**config.mk**
```make
export PLATFORM = sky130hd
export DESIGN_NAME = imem_loader
export DESIGN_NICKNAME = d
export VERILOG_FILES = /design/src/rtl/imem_loader.sv
export SDC_FILE = /design/constraint.sdc
export NUM_CORES = 1
export LEC_CHECK = 0
export CORE_MARGIN = 1
export CORE_UTILIZATION = 35
export DETAILED_ROUTE_END_ITERATION = 12
export PLACE_DENSITY_LB_ADDON = 0.3
export SYNTH_ARGS = -nofsm -noshare
export SYNTH_HDL_FRONTEND = slang
export SYNTH_SLANG_ARGS = --single-unit
```
**constraint.sdc**
```tcl
create_clock -name clk -period 1.9 [get_ports clk]
set_input_delay 0.475 -clock clk [delete_from_list [all_inputs] [get_ports clk]]
set_output_delay 0.475 -clock clk [all_outputs]
set_load 0.02 [all_outputs]
```
**src/rtl/imem_loader.sv**
```systemverilog
// Streams a length-prefixed, XOR-checksummed byte image into instruction memory
// one 32-bit big-endian word at a time, holding the core in reset while it loads.
module imem_loader #(
  parameter int WORDS = 128,
  parameter int AW    = 7
) (
  input  logic          clk,
  input  logic          rst_n,
  input  logic          start,
  input  logic          byte_valid,
  input  logic [7:0]    byte_data,
  output logic          byte_ready,
  output logic          wr_en,
  output logic [AW-1:0] wr_addr,
  output logic [31:0]   wr_data,
  output logic          core_hold,
  output logic          busy,
  output logic          done,
  output logic          err
);

  typedef enum logic [2:0] {
    ST_IDLE,
    ST_LEN_HI,
    ST_LEN_LO,
    ST_DATA,
    ST_CSUM,
    ST_DONE,
    ST_ERR
  } state_t;

  localparam logic [16:0] MAX_LEN = 17'(WORDS);

  state_t        state;
  state_t        state_nxt;
  logic [7:0]    len_hi;
  logic [15:0]   len_in;
  logic [AW-1:0] last_idx;
  logic [AW-1:0] word_idx;
  logic [1:0]    byte_idx;
  logic [23:0]   partial;
  logic [7:0]    csum;
  logic          accept;
  logic          busy_nxt;

  assign accept = byte_ready && byte_valid;
  assign len_in = {len_hi, byte_data};

  always_comb begin
    state_nxt = state;
    case (state)
      ST_IDLE, ST_DONE, ST_ERR:
        if (start) state_nxt = ST_LEN_HI;
      ST_LEN_HI:
        if (accept) state_nxt = ST_LEN_LO;
      ST_LEN_LO:
        if (accept) begin
          if ((len_in != 16'd0) && ({1'b0, len_in} <= MAX_LEN)) state_nxt = ST_DATA;
          else state_nxt = ST_ERR;
        end
      ST_DATA:
        if (accept && (byte_idx == 2'd3) && (word_idx == last_idx)) state_nxt = ST_CSUM;
      ST_CSUM:
        if (accept) state_nxt = (byte_data == csum) ? ST_DONE : ST_ERR;
      default:
        state_nxt = ST_IDLE;
    endcase
    busy_nxt = (state_nxt == ST_LEN_HI) || (state_nxt == ST_LEN_LO) ||
               (state_nxt == ST_DATA)   || (state_nxt == ST_CSUM);
  end

  // Status outputs are registered from the next state so they always match the state register.
  always_ff @(posedge clk or negedge rst_n) begin
    if (!rst_n) begin
      state      <= ST_IDLE;
      byte_ready <= 1'b0;
      busy       <= 1'b0;
      core_hold  <= 1'b0;
      done       <= 1'b0;
      err        <= 1'b0;
      wr_en      <= 1'b0;
      wr_addr    <= '0;
      wr_data    <= '0;
      len_hi     <= '0;
      last_idx   <= '0;
      word_idx   <= '0;
      byte_idx   <= '0;
      partial    <= '0;
      csum       <= '0;
    end else begin
      state      <= state_nxt;
      byte_ready <= busy_nxt;
      busy       <= busy_nxt;
      core_hold  <= busy_nxt || (state_nxt == ST_ERR);
      done       <= (state_nxt == ST_DONE);
      err        <= (state_nxt == ST_ERR);
      wr_en      <= 1'b0;
      case (state)
        ST_IDLE, ST_DONE, ST_ERR:
          if (start) begin
            word_idx <= '0;
            byte_idx <= '0;
            partial  <= '0;
            csum     <= '0;
          end
        ST_LEN_HI:
          if (accept) begin
            len_hi <= byte_data;
            csum   <= csum ^ byte_data;
          end
        ST_LEN_LO:
          if (accept) begin
            last_idx <= AW'(len_in - 16'd1);
            csum     <= csum ^ byte_data;
          end
        ST_DATA:
          if (accept) begin
            csum     <= csum ^ byte_data;
            partial  <= {partial[15:0], byte_data};
            byte_idx <= byte_idx + 2'd1;
            // Fourth byte completes the word: write it straight from the shift register.
            if (byte_idx == 2'd3) begin
              wr_en    <= 1'b1;
              wr_addr  <= word_idx;
              wr_data  <= {partial, byte_data};
              word_idx <= word_idx + AW'(1);
            end
          end
        default: ;
      endcase
    end
  end

endmodule

```
==> results.md, run 1 <==
- The flow ran to the end, but the final reports show violations.
- The final reports fail on negative setup slack.
- The hold violation count in the final report was 0.
- The data required time at the worst endpoint is approximately 2.1 ns.
- The area fraction in compound gates after synthesis came to 0.08494.
- The clock reaches the later pin of the worst-skew pair after about 0.35 ns.
- In this run, synthesis inferred 0 flip-flops with an integrated enable.
- In the synthesized netlist, the number of instances is just over 400.
- Setup violations remaining at the end of the flow were counted as 2.
- After detailed routing, the average wire length per cell comes to 14.45 um.
- Measured along the y axis, the die boundary spans 115.9 um.
- The largest net degree at the start of global routing is 39.
- The final period utilization is 1.057.
- The estimated wirelength of the detail-placed design is just over 7 mm.
- The post-route total power is just over 7 mW.
- The core region is ~13000 um^2.
- The worst register-to-register path has a depth of 6.
- The mux share of post-synthesis cell area is 0.1200.
- Max-cap violations in this run came to 0.
- Averaged over all synthesized cells, the footprint is between 10 and 15 um^2.
- For this run, asynchronously set or reset flops after synthesis account for 1.000.
- The analysis attributes to cell leakage a power of between 2 and 3 nW.
- At the pin with the least slew margin, the transition time is ~0.46 ns.
- The final-report max-slew violation count was 0.
- The startpoint identified for the worst register-to-register timing path is last_idx[0].
- Clock-pin slew was measured on the worst setup and hold paths at 0.08 ns.
- The x dimension of the die is approximately 120 um.
- In this run the core area contains 41 standard-cell rows.
- For this run, design rule violations remaining after detail routing come to 0.
- The endpoint arrival time on the critical path is 2.24 ns.
- In this run the worst setup path begins at last_idx[0].
- The number of cells in the design after placement is 671.
- The final cell count without fillers is ~690.
- After detailed placement, the total cell area comes to about 5600 um^2.
- The end point of the critical path is core_hold.
- The number of hold buffers added after cts is 0.
- The fraction of layout cells with a size suffix above 1 is 0.2321.
- Measured against its own limit, the worst slew margin works out to 0.6924.
- TritonCTS built the clock tree.
- The worst-path cell with the longest stage delay is sky130_fd_sc_hd__dfrtp_1.
- No sink is reached through more buffers than the 2 on the longest clock path.
- The worst-case clock skew is between 0.007 and 0.008 ns.
- In this run the cell area of the synthesized design comes to roughly 4500 um^2.
- The initial antenna violation count is 0.
- The worst setup slack after placement is -0.7061 ns.
- The kind of end point of the critical path is a flip-flop.
- After synthesis, the largest family of logic cells by area is simple AND/OR/NAND/NOR gates.
- Of the total synthesized cell area, the portion taken by AND, OR, NAND and NOR gates is 0.1332.
- The die area is ~13000 um^2.
- For this design the ratio of total power to cell area is approximately 1200 nW/um^2.
- The most instantiated flip-flop cell in the synthesis netlist is sky130_fd_sc_hd__dfrtp_1.
- Across the VDD grid, the largest voltage drop is between 0.5 and 0.6 mV.
- Measured on the finished design, the core utilization comes to 0.4732.
- The startpoint class of the critical path is a flip-flop.
- The register-to-register setup slack is -0.11 ns.
- The endpoint of the worst register-to-register path is core_hold.
- The area added between synthesis and finish is 31.63%.
- The final hold slack is roughly 0.073 ns.
- The Yosys warning count is 0.
- The number of filler cells placed in the layout is 1224.
- The critical path goes through xnor2_2 > nand4_1 > o31a_1 > a311o_1 > a211o_1 > mux2_4.
- The largest single stage delay on the critical path is approximately 0.41 ns.
- The total number of vias is 3320.
- For this run, the top clock speed supported by timing is roughly 0.5 GHz.
- The first-pass iteration count of the detailed router is 5.
- In this run the tool buffered the top-level ports with 56 buffer cells.
- Summing all non-filler instances in the final layout gives an area of around 6000 um^2.
- The adder-cell area share of the yosys netlist is 0.01103.
- The number of global-route vias before repair came to approximately 3300.
- The number of antenna diodes in the final layout is 0.
- Dividing the detail-routed via count by the number of cells gives roughly 4.8.
- The post-route minimum period is 2.009 ns.
- The final worst slack is -0.1092 ns.
- Synthesis instantiated 42 different standard cells from the library.
- At the end of routability-driven placement, the weighted congestion stood at between 0.8 and 0.9.
- The effective utilization at floorplan is 0.3595.
- In this run the worst hold path is classified as in2async.
- For this run the aggregate overflow at the end of global routing stands at 0.
- Along the worst path, the maximum fanout reaches 2.
- The number of synthesized register bits is 103.
- The clock drives 103 sinks.
- The setup path with the least slack is of type reg2reg.
- The cell at the root of the clock tree is sky130_fd_sc_hd__clkbuf_16.
- The violation count after the first detailed-routing iteration is around 170.
- The final setup TNS is -0.2019 ns.
- Of the total synthesized cell area, the portion taken by XOR and XNOR cells is 0.04826.
- The final net count is about 530.
- The share of the Yosys chip area taken by registers is 0.5681.
- When the netlist entered floorplanning its net count stood at about 430.
- Once detail routing completed, the nets flagged for antenna violations numbered 0.
- Pin placement for this block handled between 50 and 60 I/O pins.
- The number of buffers added by the clock tree synthesis step is 9.
- After detailed routing, the total wire length is between 9 and 10 mm.
- The total track usage is 0.1611.
- Setup repair after global routing could not meet its margin everywhere.
- The first-pass GRT wire length is between 15 and 20 mm.
- The maximum level of the CTS H-tree is 3.
## layout by cell type (no fill, tap or decap), types with 2 or more instances in the layout
cell type and n:
sky130_fd_sc_hd__nand3_1 3, sky130_fd_sc_hd__dfrtp_1 101, sky130_fd_sc_hd__nand4_1 5, sky130_fd_sc_hd__a21oi_1 10
sky130_fd_sc_hd__nand2_1 76, sky130_fd_sc_hd__xor2_1 10, sky130_fd_sc_hd__nor3_1 9, sky130_fd_sc_hd__o21ai_1 6
sky130_fd_sc_hd__o21ai_0 38, sky130_fd_sc_hd__o31ai_1 5, sky130_fd_sc_hd__ha_1 3, sky130_fd_sc_hd__inv_6 2
sky130_fd_sc_hd__inv_2 4, sky130_fd_sc_hd__nor2b_1 4, sky130_fd_sc_hd__clkinv_4 2, sky130_fd_sc_hd__clkbuf_16 9
sky130_fd_sc_hd__mux2_2 29, sky130_fd_sc_hd__xnor2_1 12, sky130_fd_sc_hd__dfrtp_2 2, sky130_fd_sc_hd__buf_4 51
sky130_fd_sc_hd__clkdlybuf4s50_1 46, sky130_fd_sc_hd__xnor2_2 3, sky130_fd_sc_hd__dlygate4sd2_1 8, sky130_fd_sc_hd__nor4_1 4
sky130_fd_sc_hd__mux2_1 18, sky130_fd_sc_hd__nor2_1 20, sky130_fd_sc_hd__inv_1 7, sky130_fd_sc_hd__buf_12 3
## synthesized netlist by cell type, types with 2 or more instances
| cell type | number | area share |
|---|---|---|
| sky130_fd_sc_hd__dfrtp_1 | 103 | 0.57 |
| sky130_fd_sc_hd__nand2_1 | 76 | 0.063 |
| sky130_fd_sc_hd__o21ai_0 | 38 | 0.042 |
| sky130_fd_sc_hd__mux2_2 | 29 | 0.072 |
| sky130_fd_sc_hd__nor2_1 | 20 | 0.017 |
| sky130_fd_sc_hd__mux2_1 | 18 | 0.045 |
| sky130_fd_sc_hd__xnor2_1 | 15 | 0.029 |
| sky130_fd_sc_hd__a21oi_1 | 10 | 0.011 |
| sky130_fd_sc_hd__xor2_1 | 10 | 0.019 |
| sky130_fd_sc_hd__nor3_1 | 9 | 0.0099 |
| sky130_fd_sc_hd__buf_2 | 8 | 0.0088 |
| sky130_fd_sc_hd__clkbuf_1 | 8 | 0.0066 |
| sky130_fd_sc_hd__inv_1 | 7 | 0.0058 |
| sky130_fd_sc_hd__o21ai_1 | 6 | 0.0066 |
| sky130_fd_sc_hd__nand4_1 | 5 | 0.0069 |
| sky130_fd_sc_hd__o31ai_1 | 5 | 0.0083 |
| sky130_fd_sc_hd__ha_1 | 4 | 0.011 |
| sky130_fd_sc_hd__inv_2 | 4 | 0.0033 |
| sky130_fd_sc_hd__nor2b_1 | 4 | 0.0055 |
| sky130_fd_sc_hd__nor4_1 | 4 | 0.0055 |
| sky130_fd_sc_hd__buf_4 | 3 | 0.0050 |
| sky130_fd_sc_hd__nand3_1 | 3 | 0.0033 |
| sky130_fd_sc_hd__a31oi_1 | 2 | 0.0028 |
| sky130_fd_sc_hd__and2_1 | 2 | 0.0028 |
| sky130_fd_sc_hd__buf_6 | 2 | 0.0050 |
## worst max-delay path: cells and delay by family (launching register included)
kind	cells	cell delay [ns]
AND/OR/NAND/NOR	1	0.18
flip-flops	1	0.41
AO/OA/AOI/OAI	3	0.88
multiplexers	1	0.26
XOR/XNOR	1	0.17
## report_power, final
| part | internal, mW | switching [mW] |
|---|---|---|
| logic | 1.03 | 1.12 |
| registers | 2.66 | 0.377 |
| clock network | 0.960 | 0.884 |
## layer usage
layer  GRT usage  share of wire  vias to the layer above
met2      0.2591           0.47                       73
li1            -              -                     1615
met3     0.03295          0.036                       14
met5           0              0                        -
met1      0.2166           0.47                     1618
met4     0.05556          0.021                        0
## logic make-up (layout without fill, tap and decap cells)
| group | after synthesis | after routing |
|---|---|---|
| simple gates | 132 | 132 |
| flops | 103 | 103 |
| compound gates | 68 | 68 |
| mux | 48 | 48 |
| buf+inv | 32 | 137 |
| xor+xnor | 25 | 25 |
| fa+ha+maj | 4 | 4 |
## layout make-up
type | instances | area, um^2 | area share
sequential | 103 | 2580 | 0.4320
multi-input combinational | 277 | 1838 | 0.3078
timing repair buffer | 110 | 996.0 | 0.1668
clock buffer | 10 | 239.0 | 0.04002
tap | 172 | 215.2 | 0.03604
clock inverter | 6 | 62.56 | 0.01048
inverter | 11 | 41.29 | 0.006914
## registers in the layout, indices dropped and copies added (netlist names)
name,cells
busy,1
byte_idx,2
core_hold,1
csum,8
done,1
err,1
last_idx,7
len_hi,8
partial,24
state,3
word_idx,7
wr_addr,7
wr_data,32
wr_en,1
## what timing repair did
item,in CTS,in global routing
setup buffers,1,1
gates resized for setup,12,8
endpoints found under the setup margin,8,11
endpoints found under the hold margin,0,0
pin swaps,5,6
## worst min path at each step
stage	endpoint	slack [ns]	cells past startpoint
6_report	wr_data[25]	0.07	1
5_1_grt	wr_data[25]	0.10	1
4_1_cts	wr_data[25]	0.08	1
3_5_place_dp	wr_data[25]	0.46	1
3_3_place_gp	wr_data[25]	0.45	1
2_1_floorplan	busy	0.18	0
Note: power is estimated with default switching activity, not from simulation.
==> run 2, diff against run 1 <==
- CORE_MARGIN: 1 -> 2
- SLEW_MARGIN: unset -> 20
==> run 2 against run 1 <==
Clock power fell by 3%. Highest routed layer unchanged. The flow still finishes with violations (negative setup slack). Hold slack improved by 0.35 ns. Sequential share of layout area fell by 0.30 points. Via count rose by 0.48%.
==> results.md, run 2 (same netlist as run 1, synthesis figures left out) <==
- The cell at the root of the clock tree is sky130_fd_sc_hd__clkbuf_16 (unchanged).
- The I/O pin total was 57 (unchanged).
- The largest net degree at the start of global routing is 60 (was 39).
- The upper clock frequency limit is 0.5110 GHz (was 0.4977 GHz).
- The total track usage is 0.1529 (was 0.1611).
- The floorplan row count was 41 (unchanged).
- The final cell count without fillers is 695 (was 689).
- The core utilization of the finished layout is 0.4763 (was 0.4732).
- The x dimension of the die was 117.9 um (was 115.9 um).
- The sequential power share is 0.435 (was 0.432).
- The internal power came to 4.615 mW (was 4.652 mW).
- Failing checks: negative setup slack (unchanged).
- The maximum vdd ir drop is 0.4483 mV (was 0.5752 mV).
- The post-route minimum period is 1.957 ns (was 2.009 ns).
- The routing layer with the top usage in global route is met2 (unchanged).
- The number of DRC violations after detailed routing is 0 (unchanged).
- The number of routed nets with antenna violations is 0 (unchanged).
- The standard cell core area was 12620 um^2 (unchanged).
- The estimated wirelength of the detail-placed design was 7.080 mm (was 7.124 mm).
- The slew of the pin with the lowest slew margin was 0.3188 ns (was 0.4614 ns).
- The most common cell after layout, fill and taps aside is sky130_fd_sc_hd__dfrtp_1 (unchanged).
- The sequential cell area came to 2579 um^2 (was 2580 um^2).
- The switching power is 2.357 mW (was 2.385 mW).
- The maximum level of the CTS H-tree is 3 (unchanged).
- The worst-case clock buffer depth is 2 (unchanged).
- The wire length after detailed routing came to 9.933 mm (was 9.958 mm).
- The most flop-heavy register was wr_data (unchanged).
- The number of global-route vias before repair came to 3369 (was 3330).
- The fraction of layout cells with a size suffix above 1 came to 0.2390 (was 0.2321).
- The final setup TNS was -0.1129 ns (was -0.2019 ns).
- The hold violation count in the final report is 0 (unchanged).
- The start point of the worst hold path is byte_data[0].
- The violation count after the first detailed-routing iteration is 149 (was 167).
- The max-cap violation count was 0 (unchanged).
- The clock-pin slew on the worst setup and hold paths was 0.07 ns (was 0.08 ns).
- The met1 demand-to-capacity share in global routing is 0.2014 (was 0.2166).
- The final-report max-slew violation count is 0 (unchanged).
- The clock tree from TritonCTS is yes (unchanged).
- The number of filler cells placed in the layout was 1230 (was 1224).
- The first-pass iteration count of the detailed router is 4 (was 5).
- The critical-path maximum fanout was 3 (was 2).
- The global routing usage on met2 was 0.2424 (was 0.2591).
- The area used by multi-input combinational logic is 1834 um^2 (was 1838 um^2).
- The total clock sinks is 103 (unchanged).
- The endpoint of the worst register-to-register path is core_hold (unchanged).
- The effective utilization at floorplan is 0.3595 (unchanged).
- The post-detailed-route via-to-cell ratio is 4.800 (was 4.819).
- The wire length per cell came to 14.29 um (was 14.45 um).
- The switching share of total power is 0.3381 (was 0.3389).
- Setup repair after global routing missed its margin: yes (unchanged).
- The critical register-to-register path startpoint is byte_idx[0] (was last_idx[0]).
- The total number of vias was 3336 (was 3320).
- The clock group share of total power is 0.257 (was 0.262).
- The number of cells on the worst reg-to-reg path was 6 (unchanged).
- The worst slew slack as a fraction of its limit was 0.7855 (was 0.6924).
- Status: finished, violations left (unchanged).
- The first-pass GRT wire length is 16.84 mm (was 16.56 mm).
- The number of buffers added by the clock tree synthesis step came to 9 (unchanged).
- The end point of the critical path is core_hold (unchanged).
- The number of cells in the design after placement is 670 (was 671).
- The proportion of power drawn by combinational gates was 0.308 (was 0.306).
- The endpoint arrival time on the critical path is 2.19 ns (was 2.24 ns).
- The power density normalized to cell area is 1160 nW/um^2 (was 1178 nW/um^2).
- The clock latency reported for the late side of the worst-skew pair is 0.35 ns (about the same).
- The worst-case clock skew is 0.008014 ns (was 0.007795 ns).
- The area added between synthesis and finish is 32.49% (was 31.63%).
- The global-route congestion overflow total came to 0 (unchanged).
- The final worst slack is -0.05676 ns (was -0.1092 ns).
- The final period utilization is 1.030 (was 1.057).
- The kind of path behind the tightest hold check is in2reg (was in2async).
- The flip-flop count of the largest register after layout is 32 (unchanged).
- Highest-count cells in the layout ignoring fill and taps: sky130_fd_sc_hd__dfrtp_1, sky130_fd_sc_hd__nand2_1, sky130_fd_sc_hd__buf_4 (unchanged).
- The data required time at the worst endpoint came to 2.14 ns (was 2.13 ns).
- The chip height is 117.9 um (was 115.9 um).
- The die area came to 13890 um^2 (was 13420 um^2).
- Top flop regs: wr_data (32), partial (24) (unchanged).
- The antenna diode count is 0 (unchanged).
- The initial antenna violation count is 0 (unchanged).
- The final net count came to 534 (was 528).
- The static leakage power was 2.794 nW (was 2.761 nW).
- The startpoint class of the critical path is a flip-flop (unchanged).
- The path type of the worst setup path is reg2reg (unchanged).
- The source of the critical timing path is byte_idx[0] (was last_idx[0]).
- The kind of end point of the critical path is a flip-flop (unchanged).
- The met3 global-route usage is 0.03876 (was 0.03295).
- The count of buffers inserted at the top-level ports was 56 (unchanged).
- The register-to-register setup slack came to -0.06 ns (was -0.11 ns).
- The number of failing setup endpoints in the final timing report was 2 (unchanged).
- The placer congestion estimate was 0.7830 (was 0.8399).
[run 2: cell types whose count changed in the layout (fill, tap and decap cells not counted), sizes merged]
cell	previous run	this run
clkbuf	10	11
clkinvlp	0	1
dlygate4sd3	0	1
buf	55	60
dlygate4sd2	8	5
clkdlybuf4s15	1	2
[run 2: routing by layer]
| metal | vias up | wire [um] |
|---|---|---|
| li1 | 1617 | - |
| met1 | 1627 | 4723 |
| met2 | 77 | 4643 |
| met3 | 15 | 401 |
| met4 | 0 | 164 |
| met5 | - | 0 |
[run 2: worst min-delay path by stage]
stage / to / slack [ns] / cells past startpoint
final: last_idx[0] / 0.42 / 2
after CTS: wr_data[25] / 0.44 / 2
after global routing: last_idx[0] / 0.44 / 2
after floorplan: busy / 0.18 / 0
after detailed placement: wr_data[25] / 0.28 / 1
after global placement: wr_data[25] / 0.28 / 1
[run 2: worst max-delay path, stage by stage, from the launching register on]
cell and delay (ns):
sky130_fd_sc_hd__dfrtp_1 0.38, sky130_fd_sc_hd__ha_1 0.23, sky130_fd_sc_hd__nand4_2 0.11, sky130_fd_sc_hd__o31a_1 0.31, sky130_fd_sc_hd__a311o_1 0.29, sky130_fd_sc_hd__a211o_1 0.26, sky130_fd_sc_hd__mux2_4 0.26
[run 2: power groups by stage]
stage | logic (mW) | clock network [mW] | registers, mW
6_report | 2.14 | 1.79 | 3.04
5_1_grt | 2.38 | 1.95 | 3.11
4_1_cts | 2.11 | 1.87 | 3.04
3_5_place_dp | 2.07 | 0 | 3.08
3_3_place_gp | 2.03 | 0 | 3.06
2_1_floorplan | 1.29 | 0 | 3.02
[run 2: what timing repair did]
item	in CTS	in global routing
hold buffers	1	0
pin swaps	6	8
setup endpoints to repair	7	8
resized for setup	15	8
hold endpoints to repair	1	0
buffers inserted	4	4
[run 2: stage by stage]
| step | setup WS [ns] | hold WS (ns) | area, um^2 | total power [mW] |
|---|---|---|---|---|
| final | -0.05676 | 0.4232 | 6011 | 6.973 |
| after global routing | -0.1401 | 0.4410 | 6011 | 7.440 |
| after CTS | -0.08191 | 0.4366 | 5964 | 7.019 |
| after detailed placement | -0.6459 | 0.2813 | 5629 | 5.150 |
| after global placement | -0.6053 | 0.2810 | 5629 | 5.093 |
| after floorplan | -0.04480 | 0.1794 | 4538 | 4.316 |
[run 2: layout make-up]
cell class | count | area share
clock buffer | 9 | 0.03747
clock inverter | 7 | 0.01103
inverter | 11 | 0.006869
multi-input combinational | 277 | 0.3052
sequential | 103 | 0.4290
tap | 172 | 0.03580
timing repair buffer | 116 | 0.1746
